### config.mk
export PLATFORM = sky130hd
export DESIGN_NAME = clk_divider
export DESIGN_NICKNAME = d
export VERILOG_FILES = /design/src/rtl/clk_div_pkg.sv /design/src/rtl/clk_divider.sv
export SDC_FILE = /design/constraint.sdc
export NUM_CORES = 1
export LEC_CHECK = 0
export BUFFER_PORTS_ARGS = -buffer_cell sky130_fd_sc_hd__buf_2
export CAP_MARGIN = 30
export CELL_PAD_IN_SITES_DETAIL_PLACEMENT = 1
export CELL_PAD_IN_SITES_GLOBAL_PLACEMENT = 1
export CORE_ASPECT_RATIO = 0.6
export CORE_MARGIN = 4
export CORE_UTILIZATION = 32
export CTS_CLUSTER_SIZE = 20
export DETAILED_ROUTE_END_ITERATION = 12
export PLACE_DENSITY = 0.74
export SETUP_SLACK_MARGIN = 0.02
export SYNTH_ARGS = -nofsm -noshare
export SYNTH_HDL_FRONTEND = slang
export SYNTH_SLANG_ARGS = --single-unit
### constraint.sdc
create_clock -name clock -period 2.25 [get_ports clock]
set_input_delay 0.225 -clock clock [delete_from_list [all_inputs] [get_ports clock]]
set_output_delay 0.225 -clock clock [all_outputs]
set_load 0.05 [all_outputs]
### src/rtl/clk_div_pkg.sv
// Shared constants and the tap compare-mask helper for the clock divider.
package clk_div_pkg;

   localparam int CLK_DIV_WIDTH       = 32;
   localparam int CLK_DIV_DEFAULT_SEL = 24;

   // Returns a mask with the low `sel` bits set and bit `sel` (and above) clear.
   // A counter whose low sel+1 bits equal rise_mask(sel) will set bit sel on its next increment.
   function automatic logic [CLK_DIV_WIDTH-1:0] rise_mask(input int unsigned sel);
      logic [CLK_DIV_WIDTH-1:0] m;
      m = '0;
      for (int unsigned i = 0; i < CLK_DIV_WIDTH; i++) begin
         m[i] = (i < sel);
      end
      return m;
   endfunction

endpackage

### src/rtl/clk_divider.sv
// Free-running binary rate generator: a WIDTH-bit up-counter whose bit k has period 2^(k+1)
// clocks, plus a run-time tap select (clk_sel) and a registered one-cycle rising strobe (tick).
//
// Handshake: none. `enable` is a level qualifier, not a valid/ready pair: every posedge with
// enable=1 and reset=0 advances the counter; enable=0 freezes it and forces tick low.
module clk_divider
   import clk_div_pkg::*;
#(
   parameter int  WIDTH       = CLK_DIV_WIDTH,
   parameter int  DEFAULT_SEL = CLK_DIV_DEFAULT_SEL,
   localparam int SELW        = (WIDTH > 1) ? $clog2(WIDTH) : 1
) (
   input  logic             clock,
   input  logic             reset,
   input  logic             enable,
   input  logic [SELW-1:0]  sel,
   output logic [WIDTH-1:0] divided_clocks,
   output logic             clk_sel,
   output logic             tick
);

   // Elaboration-time sanity on parameters; the mask helper is sized to the package width.
   if (WIDTH < 1 || WIDTH > CLK_DIV_WIDTH) begin : g_bad_width
      $error("clk_divider: WIDTH must be in 1..%0d", CLK_DIV_WIDTH);
   end
   if (DEFAULT_SEL < 0 || DEFAULT_SEL >= WIDTH) begin : g_bad_default_sel
      $error("clk_divider: DEFAULT_SEL must be a valid tap index");
   end

   logic [WIDTH-1:0] cnt_q, cnt_d;
   logic             tick_q, tick_d;
   logic [SELW-1:0]  sel_eff;
   logic [WIDTH-1:0] low_mask;
   logic [WIDTH-1:0] care_mask;
   logic             rise_hit;

   // Out-of-range taps (possible when WIDTH is not a power of two) clamp to the MSB.
   assign sel_eff = (int'(sel) > WIDTH - 1) ? SELW'(WIDTH - 1) : sel;

   // low_mask: ones below the tap, zero at the tap; care_mask: tap bit and everything below it.
   assign low_mask  = WIDTH'(rise_mask(32'(sel_eff)));
   assign care_mask = WIDTH'(rise_mask(32'(sel_eff) + 32'd1));

   // The next increment will carry into the tap bit, i.e. the tap goes 0->1 on this edge.
   assign rise_hit = ((cnt_q & care_mask) == low_mask);

   // Next-state: advance when enabled; tick only fires on an edge that really increments.
   always_comb begin
      cnt_d  = cnt_q;
      tick_d = 1'b0;
      if (enable) begin
         cnt_d  = cnt_q + WIDTH'(1);
         tick_d = rise_hit;
      end
   end

   // State registers with synchronous reset overriding enable.
   always_ff @(posedge clock) begin
      if (reset) begin
         cnt_q  <= '0;
         tick_q <= 1'b0;
      end else begin
         cnt_q  <= cnt_d;
         tick_q <= tick_d;
      end
   end

   assign divided_clocks = cnt_q;
   assign clk_sel        = cnt_q[sel_eff];
   assign tick           = tick_q;

endmodule

# --- After elaboration in Yosys (flattened, before gate mapping) ---
# Cells that the tools add are included.
# W data, S select, Z words.
classes:
  n_addsub: 2
  n_lt_le_gt_ge: 64
  eq_ne: 1
  muxes: 2
  bitwise: 2
  reduce_logical: 1
ops:
  columns: ["cell", "n"]
  rows:
  - ["$lt A5 B6 Y1 const A", 16]
  - ["$lt A5 B5 Y1 const A", 15]
  - ["$lt A4 B6 Y1 const A", 8]
  - ["$lt A4 B5 Y1 const A", 8]
  - ["$add A32 B1 Y32 const B", 1]
  - ["$and A32 B32 Y32", 1]
  - ["$eq A32 B31 Y1", 1]
  - ["$lt A3 B6 Y1 const A", 4]
  - ["$lt A3 B5 Y1 const A", 4]
  - ["$lt A1 B6 Y1 const A", 2]
  - ["$lt A2 B6 Y1 const A", 2]
  - ["$lt A1 B5 Y1 const A", 2]
  - ["$lt A2 B5 Y1 const A", 2]
  - ["$add A5 B1 Y6 const B", 1]
  - ["$lt A5 B6 Y1 const B", 1]
  - ["$bmux W1 S5", 1]
  - ["$reduce_or A2 Y1", 1]
  - ["$mux W1", 1]
  - ["$not A1 Y1", 1]
totals:
  regBits: 33
  in_bits: 8
  out_inout_bits: 34
  elab_cells: 74

# --- Longest topological paths before layout ---
depth:
  ltp_word: 4
  depth_mapped: 12
  ltp_nobuf: 10

# --- Worst setup path after synthesis ---
# No wires, ideal clock.
synth_path:
  path_kind: "register -> register"
  startpoint: "register cnt_q[4], in the netlist divided_clocks[4]"
  endpoint: "register cnt_q[31], in the netlist divided_clocks[31]"
  setup_time_ns: 0.070
  t_arrival_ns: 2.541
  required_time_ns: 2.180
  path_slack_ns: -0.360
  stages_incl_launch_ff: 8
  n_path_buf: 1
  period_less_slack_ns: 2.610
  path_cell_list: "dfxtp_1 buf_2 and4_1 nand4_1 nor4_1 nand3_1 or3_1 a21oi_1"
synth_between:
  elab_chain_cells: 1
synth_rtl:
  columns: ["item", "line_no", "text"]
  rows:
  - ["start, declared", "clk_divider.sv:30", "logic [WIDTH-1:0] cnt_q, cnt_d;"]
  - ["start signal, assigned", "clk_divider.sv:63", "cnt_q <= cnt_d;"]
  - ["$add A32 B1 Y32", "clk_divider.sv:52", "cnt_d = cnt_q + WIDTH'(1);"]
# No other way between the ends.
# A chain may end at the register's enable or synchronous reset.

# --- Worst setup path after layout ---
layout_path:
  startpoint: "input sel[1]"
  endpoint: "register tick_q, in the netlist tick"
layout_between:
  elab_chain_cells: 4
  elab_cells_between_ends: 66
  classes_between: "add/sub (1); order compare (63); eq/ne (1); bitwise (1)"
layout_rtl:
  columns: ["item", "line_no", "text"]
  rows:
  - ["start, declared", "clk_divider.sv:16", "input logic [SELW-1:0] sel,"]
  - ["$add A5 B1 Y6", "clk_divider.sv:42", "assign care_mask = WIDTH'(rise_mask(32'(sel_eff) + 32'd1));"]
  - ["$lt A1 B6 Y1, or another cell as far along", "clk_div_pkg.sv:13", "m[i] = (i < sel);"]
  - ["$and A32 B32 Y32", "clk_divider.sv:45", "assign rise_hit = ((cnt_q & care_mask) == low_mask);"]
  - ["$eq A32 B31 Y1 *", "clk_divider.sv:45", null]
  - ["end signal, assigned", "clk_divider.sv:64", "tick_q <= tick_d;"]
  - ["end, declared", "clk_divider.sv:31", "logic tick_q, tick_d;"]
# Every way passes the cells marked *; elsewhere a longest branch is shown, timed or not.

==> summary.md <==
| Metric | Value |
|---|---|
| Vias | `4570` |
| Gate power share | `30.4%` |
| First-iteration detailed-routing DRC count | `520` |
| Worst path slowest cell | `a2111oi_2` |
| Crit-path cells | `buf_8, ha_4, a21bo_1, a21o_1, a221o_1, o211ai_1, nor3_2, a2111oi_2, buf_4, o211ai_1, nor4_4` |
| Top_reg_cell synth | `dfxtp_1` |
| Wire length per cell | `24.3 microns` |
| Antenna Cells | `0` |
| Switching power | `0.000602 W` |
| Core area | `0.00984 sq mm` |
| Number of global-route vias before repair | `4447` |
| Outcome | `completed` |
| Hold Path Sink | `divided_clocks[1]` |
| Fin Hold WS | `367 ps` |
| Starting Density | `32.7%` |
| Worst path top cell family by delay | `compound AO/OA/AOI/OAI gates` |
| Top cells by area, synth | `dfxtp_1 20%, mux4_2 6.3%, o21ai_0 6.1%` |
| CTS tree | `built` |
| First-pass GRT wire length | `27000 microns` |
| Worst r2r src | `divided_clocks[1]` |
| Yosys top cell area share | `20.5%` |
| Placed Area | `0.00451 sq mm` |
| Max-slew violations | `0` |
| Rel. slew slack | `67.0%` |
| Clock Path Buffers | `2` |
| Worst Tran Pin Value | `493 ps` |
| Multi-input combinational cell area | `0.00256 sq mm` |
| Buffers plus inverters on the worst setup path | `2` |
| Switching share of power | `32.3%` |
| Largest family of logic cells by synthesized area | `simple AND/OR/NAND/NOR gates` |
| Portion of netlist area occupied by mux cells | `8.23%` |
| Register area | `689 sq um` |
| Number of flops mapped to enable cells by yosys | `0` |
| Hold path startpoint | `enable` |
| Final Cycle Share | `99.7%` |
| Yosys synthesis warning count | `0` |
| Pwr dens | `374 mW/mm^2` |
| Hold path depth | `3` |
| Leakage | `2.07 nW` |
| Worst Path Arrival | `2440 ps` |
| # Max-Cap Violations | `0` |
| Cell internal pwr | `0.00126 W` |
| Hold Path Class | `primary input to flop` |
| Root Buffer | `clkbuf_16` |
| Sequential power share | `31.8%` |
| Vias/cell | `6.09` |
| Setup TNS | `0 ps` |
| RSZ-0062 raised after global routing | `yes` |
| Nets | `625` |
| Sequential-to-total area share from yosys stat | `20.5%` |
| Synth unique cells | `56` |
| Clock share of power | `37.8%` |
| Die Span Y | `85.7 microns` |
| Finish-stage setup viols | `0` |
| Site Rows | `28` |
| Share of cells above drive strength 1 | `42.1%` |
| Initial antenna violation count | `0` |
| Synth async-reset ratio | `0%` |
| Worst VDD drop | `0.319 mV` |
| Non-Filler Cell Area, Final | `0.00498 sq mm` |
| R2r setup slk | `170 ps` |
| Htree depth | `2` |
| Clock sink count | `33` |
| DIE AREA | `0.0118 sq mm` |
| Register bit total from synthesis | `33` |
| Total gr overflow | `0` |
| Post-DP HPWL | `13900 microns` |
| Most frequent cell after synthesis | `nor2_1` |
| Slowest stage delay, CP | `340 ps` |
| CP endpoint kind | `flop` |
| Worst R2R End | `divided_clocks[30]` |
| Die W | `138 microns` |
| Clk_lat worst skew | `280 ps` |
| Most frequent CP cell | `o211ai_1` |
| IO Pins | `42` |
| Adder-cell area share of the yosys netlist | `1.16%` |
| Critical Path RT | `2450 ps` |
| Area growth from synthesis to layout | `54.6%` |
| Post-synthesis compound-gate area fraction | `26.0%` |
| Worst setup SP type | `primary input` |
| CP Max Fanout | `8` |
| Mapped Nets | `471` |
| Crit Path Class | `primary input to flop` |
| Placer Congestion | `1.03` |
| Final Critical Period | `2240 ps` |
| Post-synthesis cell area | `0.00322 sq mm` |
| IO buf count | `41` |
| Hold Fails Final Rpt | `0` |
| Clock skew | `4.64 ps` |
| GRT Overall Usage | `30.3%` |
| Simple-gate area share of the yosys netlist | `31.1%` |
| FILL cells | `1241` |
| R2R cell count | `8` |
| Syn_area_per_cell | `7.01 sq um` |
| Final antenna-violating net count | `0` |
| Drt total wl | `18200 microns` |
| Synth area leader | `dfxtp_1` |
| Drt first pass iters | `5` |
| Commonest cells in the netlist | `52 x nor2_1, 49 x nand2_1, 39 x o21ai_0` |
| Post-Synth XOR/XNOR Area | `6.52%` |
| F_max | `446 MHz` |
| DRC violations left | `0` |
| TritonCTS buffer count | `5` |
| Syn Inst Count | `460` |
| Clock transition at path regs | `50 ps` |
| Largest net degree at the start of global routing | `33` |
==> layer usage <==
| layer | global-route usage (%) | wire, microns | part of all wire [%] |
|---|---|---|---|
| met3 | 8.56 | 2190 | 12 |
| met1 | 45.3 | 8110 | 44 |
| met5 | 0 | 0 | 0 |
| met4 | 5.34 | 256 | 1.4 |
| met2 | 43.3 | 7690 | 42 |
==> repair_timing <==
item / 4_1_cts / 5_1_grt
cloned: 0 / 0
endpoints found under the setup margin: 3 / 9
buffers inserted: 4 / 6
hold buffers: 0 / 0
pin swaps: 14 / 14
resized for setup: 37 / 30
==> metrics by stage <==
stage	total power [W]	setup WS (ps)	std cells	util (%)
finish	0.00186	6.47	750	50.6
global route	0.00193	-134	750	50.6
CTS	0.00182	-60.3	744	49.0
detailed placement	0.00110	-498	732	45.8
global placement	0.00110	-465	732	45.8
floorplan	0.000847	22.4	460	-
==> area by class of cell <==
class	instances	share of cell area (%)
multi-input combinational	378	51.4
inverter	9	0.678
sequential	33	13.8
tap	135	3.39
clock buffer	8	2.94
timing repair buffer	187	27.8
==> worst max path at each step <==
stage	start	endpoint	slack (ps)	depth (start not counted)
3_5_place_dp	sel[0]	tick	-500	10
5_1_grt	sel[1]	tick	-130	11
2_1_floorplan	divided_clocks[6]	divided_clocks[30]	20	9
4_1_cts	sel[0]	tick	-60	12
6_report	sel[1]	tick	6	11
3_3_place_gp	sel[0]	tick	-460	10
==> cells by family after synthesis <==
family / Yosys count
flops: 33
buf+inv: 49
mux: 15
xor+xnor: 24
simple gates: 204
compound gates: 132
fa+ha+maj: 3
==> power by group through the flow <==
stage	Clock [W]	Sequential (W)	Combinational (W)
floorplan	0	0.000618	0.000229
global placement	0	0.000604	0.000498
detailed placement	0	0.000605	0.000500
CTS	0.000701	0.000592	0.000527
global route	0.000743	0.000593	0.000592
finish	0.000704	0.000593	0.000567
==> registers in the layout, summed over array words and instances (netlist names) <==
name            cells
divided_clocks     32
tick                1
==> tightest hold or removal path, delay by kind of cell <==
kind / cells / cell delay (ps)
buffers and inverters: 1 / 160
multiplexers: 1 / 100
AND/OR/NAND/NOR: 1 / 110
==> cell usage in the layout (no fill, tap or decap), types with 5 or more instances in the layout <==
cell type    n
nand4_1     15
buf_2       38
o2111ai_1    5
nand3_1     24
a21oi_1     35
nand2_1     45
dfxtp_2     14
clkbuf_16    5
nor2_1      47
buf_4      135
mux4_2       9
buf_6        9
o211ai_1     8
xnor2_1      8
o21ai_0     35
xor2_1      16
inv_1        8
nor3_1       6
and3_1      11
or3_1       10
dfxtp_1     16
Note: power is estimated with default switching activity, not from simulation.
